<file path="src/rtl/vec_tx_pkg.sv">
// rtl/vec_tx_pkg.sv - shared constants, word/index types and read-side states for vec_tx_16_12
package vec_tx_pkg;

    localparam int VEC_T  = 12;
    localparam int VEC_N  = 16;
    localparam int VEC_AW = $clog2(VEC_N);

    typedef logic signed [VEC_T-1:0] word_t;
    typedef logic [VEC_AW-1:0]       idx_t;

    typedef enum logic {
        RD_IDLE = 1'b0,
        RD_SEND = 1'b1
    } rd_state_t;

endpackage

</file>
<file path="src/rtl/vec_tx_bank.sv">
// rtl/vec_tx_bank.sv - one ping-pong bank: word storage, full flag, write port, combinational read port
module vec_tx_bank
    import vec_tx_pkg::*;
#(
    parameter int T = VEC_T,
    parameter int N = VEC_N
) (
    input  logic                   clk,
    input  logic                   reset,
    input  logic                   wr_en,
    input  logic [$clog2(N)-1:0]   wr_addr,
    input  logic signed [T-1:0]    wr_data,
    input  logic                   set_full,
    input  logic                   clr_full,
    input  logic [$clog2(N)-1:0]   rd_addr,
    output logic signed [T-1:0]    rd_data,
    output logic                   full
);

    logic signed [T-1:0] mem [N];

    // Storage is deliberately not reset; only the write is blocked during reset.
    always_ff @(posedge clk) begin
        if (wr_en && !reset) begin
            mem[wr_addr] <= wr_data;
        end
    end

    always_ff @(posedge clk) begin
        if (reset) begin
            full <= 1'b0;
        end else if (set_full) begin
            full <= 1'b1;
        end else if (clr_full) begin
            full <= 1'b0;
        end
    end

    assign rd_data = mem[rd_addr];

endmodule

</file>
<file path="src/rtl/vec_tx_16_12.sv">
// rtl/vec_tx_16_12.sv - ping-pong vector buffer streaming N words per frame; optional VEC_TX_FRAME_CNT_EN adds frames_sent
module vec_tx_16_12
    import vec_tx_pkg::*;
#(
    parameter int T = VEC_T,
    parameter int N = VEC_N
) (
    input  logic                   clk,
    input  logic                   reset,
    input  logic signed [T-1:0]    wr_data,
    input  logic [$clog2(N)-1:0]   wr_addr,
    input  logic                   wr_en,
    input  logic                   commit,
    output logic                   wr_ready,
    output logic signed [T-1:0]    x_data,
    output logic                   x_valid,
    input  logic                   x_ready
`ifdef VEC_TX_FRAME_CNT_EN
    ,
    output logic [31:0]            frames_sent
`endif
);

    localparam int AW = $clog2(N);

    logic                wb;
    logic                rb;
    logic                rb_nx;
    logic [AW-1:0]       idx;
    logic [1:0]          full;
    logic [1:0]          full_nx;
    logic signed [T-1:0] rd_word [2];
    rd_state_t           state;
    rd_state_t           state_nx;

    logic do_write;
    logic do_commit;
    logic accept;
    logic last;

    assign wr_ready  = ~full[wb];
    assign do_write  = wr_en & wr_ready;
    assign do_commit = commit & wr_ready;
    assign accept    = x_valid & x_ready;
    assign last      = accept && (idx == AW'(N - 1));

    for (genvar i = 0; i < 2; i++) begin : g_bank
        vec_tx_bank #(
            .T (T),
            .N (N)
        ) u_bank (
            .clk      (clk),
            .reset    (reset),
            .wr_en    (do_write && (wb == 1'(i))),
            .wr_addr  (wr_addr),
            .wr_data  (wr_data),
            .set_full (do_commit && (wb == 1'(i))),
            .clr_full (last && (rb == 1'(i))),
            .rd_addr  (idx),
            .rd_data  (rd_word[i]),
            .full     (full[i])
        );
    end

    // The read side sends whenever the bank it will point at is full next cycle,
    // which gives both the one-cycle commit latency and back-to-back frames.
    always_comb begin
        full_nx = full;
        if (last) begin
            full_nx[rb] = 1'b0;
        end
        if (do_commit) begin
            full_nx[wb] = 1'b1;
        end
        rb_nx    = last ? ~rb : rb;
        state_nx = full_nx[rb_nx] ? RD_SEND : RD_IDLE;
    end

    always_ff @(posedge clk) begin
        if (reset) begin
            state <= RD_IDLE;
            wb    <= 1'b0;
            rb    <= 1'b0;
            idx   <= '0;
        end else begin
            state <= state_nx;
            rb    <= rb_nx;
            if (do_commit) begin
                wb <= ~wb;
            end
            if (last) begin
                idx <= '0;
            end else if (accept) begin
                idx <= idx + 1'b1;
            end
        end
    end

    assign x_valid = (state == RD_SEND);
    assign x_data  = x_valid ? rd_word[rb] : '0;

`ifdef VEC_TX_FRAME_CNT_EN
    always_ff @(posedge clk) begin
        if (reset) begin
            frames_sent <= '0;
        end else if (last) begin
            frames_sent <= frames_sent + 32'd1;
        end
    end
`endif

endmodule

</file>
<file path="config.mk">
export PLATFORM = sky130hd
export DESIGN_NAME = vec_tx_16_12
export DESIGN_NICKNAME = d
export VERILOG_FILES = /design/src/rtl/vec_tx_pkg.sv /design/src/rtl/vec_tx_bank.sv /design/src/rtl/vec_tx_16_12.sv
export SDC_FILE = /design/constraint.sdc
export NUM_CORES = 1
export LEC_CHECK = 0
export BUFFER_PORTS_ARGS = -buffer_cell sky130_fd_sc_hd__buf_2
export CAP_MARGIN = 0
export CELL_PAD_IN_SITES_DETAIL_PLACEMENT = 1
export CELL_PAD_IN_SITES_GLOBAL_PLACEMENT = 1
export CORE_MARGIN = 2
export CORE_UTILIZATION = 30
export CTS_CLUSTER_SIZE = 8
export DETAILED_ROUTE_END_ITERATION = 7
export PLACE_DENSITY_LB_ADDON = 0.1
export SLEW_MARGIN = 0
export SYNTH_ARGS = -nofsm -noshare
export SYNTH_HDL_FRONTEND = slang
export SYNTH_HIERARCHICAL = 1
export SYNTH_SLANG_ARGS = --single-unit
export TNS_END_PERCENT = 20
</file>
<file path="constraint.sdc">
create_clock -name clk -period 2.6 [get_ports clk]
set_input_delay 0.13 -clock clk [delete_from_list [all_inputs] [get_ports clk]]
set_output_delay 0.13 -clock clk [all_outputs]
set_load 0.01 [all_outputs]
</file>
Word level (Yosys, flattened, before mapping)
Memories as Yosys holds them, arrays and structs flattened. A register that Yosys moved wholly into a read port is not among the register bits.
Cells that the tools add are included.

word-level totals
  memories kept = 2
  word-level logic and storage cells = 69
  bits of input ports = 21
  register bits after elaboration = 9
  memory bits (writable) = 384

memories
  memory                depth  bits a word  read ports  clocked after memory_dff  wr ports  RTL line           text
  g_bank[0].u_bank.mem  16     12           1           1                         1         vec_tx_bank.sv:20  logic signed [T-1:0] mem [N];
  g_bank[1].u_bank.mem  16     12           1           1                         1         vec_tx_bank.sv:20

operators by class
  order comparisons = 6
  reductions and logical operators = 15
  equal/unequal tests = 1
  bitwise operators = 10
  mux-type cells = 28
  add/sub/neg operators = 1

operator list
  cell                                                         number
  two-way mux 12 bit                                           4
  two-way mux 1 bit                                            16
  two-way mux 4 bit                                            4
  logical AND 1 bit                                            11
  less-than comparator 1 x 2 -> 1 bit (second input constant)  3
  adder 4 x 1 -> 4 bit (second input constant)                 1
  == test 4 bit (second input constant)                        1
  two-way mux 2 bit                                            2
  nonzero test 2 bit                                           2
  AND 1 bit                                                    3
  inverter 1 bit                                               3
  AND 2 bit                                                    1
  demux 1 bit (select 1 bit)                                   2
  >= comparator 1 bit (second input constant)                  2
  >= comparator 2 bit (second input constant)                  1
  inverter 1 -> 2 bit                                          1
  inverter 2 bit                                               1
  bitwise OR 2 bit                                             1
  OR reduction 2 bit                                           1
  zero test 1 bit                                              1

Depth between registers and ports, before layout
Gate-level depths: netlist (run 1).

  depth after elaboration = 12
  gate-level depth with buffers = 9

Hierarchy
Netlist (run 1), hierarchy kept.

modules (own cells, without submodules)
  module        cells each  area each (um^2)  instances
  vec_tx_bank   322         7400.8            2
  vec_tx_16_12  70          619.3             1

Least setup slack after synthesis (run 1)
OpenSTA, ideal clock, no wires.

  path type = register to register
  start point = register wb
  end point = memory g_bank[0].u_bank/mem[0][0] (netlist bit) (enable)
  buffers on the path = 1
  required time = 2204 ps
  arrival time = 1947 ps
  cell stages (with the launch flop) = 6
  period minus slack after synthesis = 2344 ps
  path slack = 256 ps
  cells stage by stage = dfxtp_1 -> buf_6 -> nor3b_1 -> nor3b_1 -> nand2b_1 -> nor3_1

on the way
  longest elaborated chain between the ends = 8

ends and longest elaborated chain
  item                                                   RTL line            text
  start, declared                                        vec_tx_16_12.sv:26  logic wb;
  start signal, assigned                                 vec_tx_16_12.sv:89  wb <= ~wb;
  two-way mux 1 bit (implied by the code) (2 in series)  vec_tx_16_12.sv:41  assign wr_ready = ~full[wb];
  inverter 1 bit                                         vec_tx_16_12.sv:41
  AND 1 bit                                              vec_tx_16_12.sv:42  assign do_write = wr_en & wr_ready;
  logical AND 1 bit *                                    vec_tx_16_12.sv:54  .wr_en (do_write && (wb == 1'(i))),
  logical AND 1 bit *                                    vec_tx_bank.sv:24   if (wr_en && !reset) begin
  two-way mux 1 bit *                                    vec_tx_bank.sv:24
  two-way mux 1 bit (implied by the code) *              vec_tx_bank.sv:25   mem[wr_addr] <= wr_data;
  end, declared                                          vec_tx_bank.sv:20

Every way passes the cells marked *; elsewhere a longest branch is shown, timed or not. The select of a mux whose other input is x is not followed.

==> results of run 1 <==
==> power by group through the flow <==
| stage | Sequential, mW | Combinational [mW] | Clock, mW |
|---|---|---|---|
| after floorplan | 7.13 | 0.354 | 0 |
| after global placement | 7.14 | 0.649 | 0 |
| after detailed placement | 7.14 | 0.659 | 0 |
| after CTS | 7.02 | 0.811 | 6.69 |
| after global routing | 7.02 | 0.867 | 6.89 |
| final | 7.02 | 0.812 | 6.51 |
==> how the worst max path moves through the flow <==
stage / endpoint / from / cells after the start / slack, ns
after CTS: x_data[11] / idx[0] / 9 / -0.29
after detailed placement: x_data[6] / idx[0] / 7 / 0.14
after global placement: x_data[2] / idx[0] / 7 / 0.15
after global routing: x_data[10] / idx[0] / 9 / -0.32
final: x_data[11] / idx[0] / 9 / -0.24
after floorplan: g_bank[0].u_bank/mem[0][0] / wb / 5 / 0.26
==> layout make-up <==
type                       count  area share
clock buffer                  81     0.07960
tap                          680     0.04466
timing repair buffer         121     0.06449
clock inverter                 1   0.0004597
multi-input combinational    284      0.1949
inverter                       4   0.0007881
sequential                   393      0.6151
==> state kept, by name, summed over array words and instances (netlist names) <==
signal / cells
wb: 1
x_valid: 1
g_bank.u_bank/full: 2
g_bank.u_bank/mem: 384
idx: 4
rb: 1
==> Yosys cell counts, types with 2 or more instances <==
cell type | count | area [µm²]
buf_12 | 4 | 80.08
inv_1 | 4 | 15.01
mux2i_1 | 14 | 140.1
mux4_1 | 30 | 788.3
nand2_1 | 31 | 116.4
nor2_2 | 2 | 12.51
nor2b_1 | 18 | 112.6
nor2_1 | 31 | 116.4
ha_1 | 3 | 37.54
dfxtp_1 | 9 | 180.2
clkbuf_1 | 13 | 48.80
edfxtp_1 | 384 | 11530
a22oi_1 | 48 | 360.4
and2_1 | 3 | 18.77
nand4b_1 | 2 | 17.52
a21oi_1 | 3 | 15.01
nor3_1 | 11 | 55.05
nor3b_1 | 3 | 22.52
xor2_1 | 2 | 17.52
nand2b_1 | 6 | 37.54
mux4_2 | 66 | 1486
buf_2 | 12 | 60.06
nand4bb_1 | 2 | 22.52
buf_6 | 3 | 33.78
==> stage by stage <==
step / instance area (µm²) / hold WS [ns] / total power, mW / setup slack (ns) / instances
floorplan: 15420 / 0.2024 / 7.485 / 0.2563 / 714
global placement: 16870 / 0.5014 / 7.790 / 0.1503 / 1457
detailed placement: 16870 / 0.4990 / 7.803 / 0.1412 / 1457
CTS: 18950 / 0.09650 / 14.51 / -0.2870 / 1561
global route: 19050 / 0.1305 / 14.78 / -0.3213 / 1564
finish: 19050 / 0.1245 / 14.34 / -0.2440 / 1564
==> cells by family after synthesis <==
family,count (synthesis)
flip-flops,393
buffers and inverters,37
AND/OR/NAND/NOR,113
XOR/XNOR,3
multiplexers,110
adder cells (fa/ha/maj),3
AO/OA/AOI/OAI,55
==> repair_timing <==
| item | CTS | global route |
|---|---|---|
| setup endpoints to repair | 12 | 12 |
| endpoints found under the hold margin | 8 | 0 |
| pin swaps | 18 | 12 |
| resized for setup | 69 | 16 |
| hold buffers | 3 | 0 |
| gates cloned | 4 | 1 |
| setup buffers | 15 | 2 |
==> layer usage <==
layer	wire length (µm)	vias to the layer above	part of all wire
li1	-	3295	-
met1	20340	4223	0.48
met2	19560	167	0.46
met3	1824	61	0.043
met4	1036	0	0.024
met5	0	-	0
==> results.json, run 1 <==
{
  "hold_violations": 0,
  "gr-usage-all-layers": 0.1658,
  "grt_pass1_vias": 8273,
  "antennaDiodeCount": 0,
  "drt_pass1_iterations": 5,
  "outcome": "complete, but fails checks",
  "initial_core_util": 0.3018,
  "endpoint_kind": "output port",
  "synth_compound_area_frac": 0.02669,
  "cts_tree": "built",
  "path_buf_inv": 4,
  "clkPwrFrac": 0.454,
  "rows": 83,
  "synth_cells": 714,
  "power.density_nw_per_um2": 752.6,
  "rr_startpoint": "idx[0]",
  "ys_ff_latch": 393,
  "syn_area_um2": 15420,
  "synthAdderAreaFrac": 0.002434,
  "pwr-share-seq": 0.490,
  "avgViaCountPerCell": 4.953,
  "grt_max_degree": 35,
  "synth_edf_count": 384,
  "min_path_cells": 1,
  "worst_setup_path_start_kind": "register",
  "worst-r2r-setup-slack_ns": 0.43,
  "synthToLayoutAreaGrowth_pct": 23.55,
  "dieArea_um2": 53230,
  "synth_simple_gate_area_share": 0.03724,
  "worstReg2RegEnd": "x_valid",
  "hold_path.class": "input pin to register",
  "ir_drop_v": 0.0004234,
  "ant_nets": 0,
  "violations": "setup timing",
  "io_pins": 35,
  "maxCapViolations": 0,
  "clockRootBuffer": "clkbuf_16",
  "power_leakage_nw": 5.971,
  "register_area_um2": 11720,
  "finalSetupViolations": 12,
  "vias": 7746,
  "clkTransAtPathRegs_ns": 0.05,
  "drive_gt1_frac": 0.3699,
  "tns_ns": -2.358,
  "synth_ff_type": "edfxtp_1",
  "synth_cell_types": 34,
  "worst-r2r-cell-count": 11,
  "routed_wl_um": 42750,
  "tightest_slew_ns": 0.8039,
  "cp_top_family": "multiplexers",
  "post-route-util": 0.3729,
  "slowest_stage": "mux4_2",
  "finClkSkew_ns": 0.01552,
  "synth_top_family_by_area": "multiplexers",
  "fp.dieW_um": 230.7,
  "async_flop_share": 0,
  "drc_errors": 0,
  "final_common_cell": "edfxtp_1",
  "rsz0062_at_grt": "yes",
  "worst_skew_pair.late_latency_ns": 0.59,
  "min_period_ns": 2.844,
  "fin_crit_sh": 1.094,
  "slew_violations": 0,
  "dpl.hpwl_um": 25770,
  "drt_iter0_drc": 576,
  "synth_xor_xnor_area_share": 0.001704,
  "syn_nets": 738,
  "antenna_found_initial": 1,
  "routabilityCongestion": 0.7617,
  "min_from": "wr_data[3]",
  "cp_max_fo": 6,
  "cts_made_buffers": 55,
  "max_slew_margin": 0.4641,
  "wl_per_cell_um": 27.34,
  "max_freq_mhz": 351.6,
  "met3_usage": 0.02816,
  "met2_usage": 0.2551,
  "top_usage_layer": "met2",
  "multi_input_area_um2": 3714,
  "synth_warnings": 6,
  "p_int_mw": 11.30,
  "final_cell_mix": "edfxtp_1, mux4_2, clkbuf_16",
  "path_cells": "buf_12 > buf_16 > buf_8 > mux4_2 > a22oi_2 > nand2_2 > mux2i_2 > nor2b_1 > buf_2",
  "p_sw_frac": 0.2118,
  "max_stage_delay_ns": 0.54,
  "pwr-share-comb": 0.057,
  "met1_usage": 0.2389,
  "whs_endpoint": "g_bank[1].u_bank/mem[9][3]",
  "grt_pass1_wl_um": 62140,
  "h-tree-depth": 2,
  "ys_seq_area_frac": 0.7594,
  "fillers": 4934,
  "cts_sinks": 393,
  "cts_buffer_depth": 3,
  "synth_area_per_cell_um2": 21.60,
  "io_buffers": 34,
  "crit_arrival_ns": 2.71,
  "synth_mux_area_frac": 0.1566,
  "critical_path_class": "register to output port",
  "grt-ovfl-total": 0,
  "cp.required_ns": 2.47,
  "dieHeight_um": 230.7,
  "power_switching_mw": 3.037,
  "fin_nets": 883,
  "core_um2": 51090,
  "finalWorstSetupSlack_ns": -0.2440
}
(Power assumes the default switching activity.)
==> inputs of run 2 (changes only) <==
- clock period: 2.6 -> 3.39 ns (I/O delays scaled with it)
==> results.json, run 2 (synthesis results as in run 1) <==
{
  "p_sw_frac": 0.2074,
  "drc_errors": 0,
  "dieArea_um2": 53230,
  "min_period_ns": 3.252,
  "final_common_cell": "edfxtp_1",
  "pwr-share-comb": 0.043,
  "rsz0062_at_grt": "no",
  "antenna_found_initial": 5,
  "fp.dieW_um": 230.7,
  "cts_buffer_depth": 3,
  "avgViaCountPerCell": 4.891,
  "io_buffers": 34,
  "final_cell_mix": "edfxtp_1, mux4_2, clkbuf_16",
  "synthToLayoutAreaGrowth_pct": 18.46,
  "drive_gt1_frac": 0.2757,
  "slew_violations": 0,
  "vias": 7463,
  "worst_setup_path_start_kind": "register",
  "power_leakage_nw": 5.737,
  "critical_path_class": "register to output port",
  "power_switching_mw": 2.233,
  "cts_tree": "built",
  "finClkSkew_ns": 0.01800,
  "power.density_nw_per_um2": 589.3,
  "dieHeight_um": 230.7,
  "final-instance-count-excl-fill": 1526,
  "largest_reg_flops": 384,
  "clockRootBuffer": "clkbuf_16",
  "endpoint_kind": "output port",
  "grt_pass1_wl_um": 59530,
  "worst-r2r-setup-slack_ns": 0.98,
  "gr-usage-all-layers": 0.1578,
  "reg.largest.list": "g_bank.u_bank/mem x384, idx x4, g_bank.u_bank/full x2",
  "clkPwrFrac": 0.457,
  "pwr-share-seq": 0.500,
  "hold_violations": 0,
  "finalSetupViolations": 0,
  "met1_usage": 0.2139,
  "cp.required_ns": 3.22,
  "outcome": "completed",
  "fin_nets": 854,
  "p_int_mw": 8.533,
  "worst_skew_pair.late_latency_ns": 0.59,
  "rows": 83,
  "clkTransAtPathRegs_ns": 0.05,
  "max_freq_mhz": 307.5,
  "routabilityCongestion": 0.7115,
  "maxCapViolations": 0,
  "ir_drop_v": 0.0003363,
  "max_slew_margin": 0.4893,
  "tightest_slew_ns": 0.7660,
  "grt_max_degree": 40,
  "ant_nets": 0,
  "met2_usage": 0.2627,
  "fin_crit_sh": 0.9593,
  "tns_ns": 0,
  "dpl.hpwl_um": 25170,
  "power.total_mw": 10.77,
  "core_um2": 51090,
  "wl_per_cell_um": 26.67,
  "initial_core_util": 0.3018,
  "met3_usage": 0.02804,
  "grt-ovfl-total": 0,
  "routed_wl_um": 40690,
  "drt_pass1_iterations": 5,
  "dp_cells": 1452,
  "io_pins": 35,
  "hold_path.class": "input pin to register",
  "cts_made_buffers": 55,
  "top_usage_layer": "met2",
  "crit_arrival_ns": 3.08,
  "cts_sinks": 393,
  "cp_max_fo": 16,
  "grt_pass1_vias": 8265,
  "drt_iter0_drc": 674,
  "h-tree-depth": 2,
  "post_cts_buffers": 0,
  "largest-register": "g_bank.u_bank/mem"
}
run 2: layout make-up:
cell class                      count  area, µm²
Fill cell                        4986      32830
Clock buffer                       69       1471
Antenna cell                        1      2.502
Clock inverter                      3      30.03
Tap cell                          680      850.8
Timing Repair Buffer               92      674.4
Multi-Input combinational cell    284       3505
Inverter                            4      15.01
Sequential cell                   393      11720
run 2: power by group through the flow:
stage / clock network (mW) / logic (mW) / registers, mW
final: 4.92 / 0.462 / 5.39
after floorplan: 0 / 0.272 / 5.47
after CTS: 5.06 / 0.475 / 5.39
after detailed placement: 0 / 0.473 / 5.48
after global placement: 0 / 0.461 / 5.48
after global routing: 5.24 / 0.501 / 5.39
run 2: critical path, stage by stage, from the launching register on:
cell	delay, ns
dfxtp_4	0.49
buf_6	0.30
mux4_1	0.62
a22oi_1	0.31
nand2_1	0.14
mux2i_1	0.35
nor2b_1	0.10
buf_2	0.16
run 2: through the flow:
stage	setup WS [ns]	utilization	hold WS (ns)	cell area (µm²)
after floorplan	1.046	-	0.2419	15420
after global placement	0.6561	0.3277	0.5493	16740
after detailed placement	0.6764	0.3277	0.5683	16740
after CTS	0.03050	0.3573	0.01571	18260
after global routing	0.03246	0.3575	0.05390	18270
final	0.1379	0.3575	0.03420	18270
run 2: what timing repair did:
| action | CTS | global route |
|---|---|---|
| gates resized for setup | 0 | 2 |
| hold buffers | 1 | 0 |
| hold endpoints to repair | 4 | 0 |
| endpoints found under the setup margin | 0 | 2 |
run 2: per-layer routing:
| layer | routed length (µm) | vias to the layer above |
|---|---|---|
| met5 | 0 | - |
| met4 | 788 | 0 |
| met3 | 1796 | 59 |
| met2 | 19950 | 185 |
| met1 | 18160 | 3991 |
| li1 | - | 3228 |
run 2: worst paths after layout:
kind	to	from	cells after the start
setup / recovery	x_data[9]	idx[0]	7
hold / removal	wb	commit	4
hold reg to reg	g_bank[1].u_bank/full	g_bank[1].u_bank/full	2
setup reg to reg	g_bank[0].u_bank/mem[0][4]	wb	6
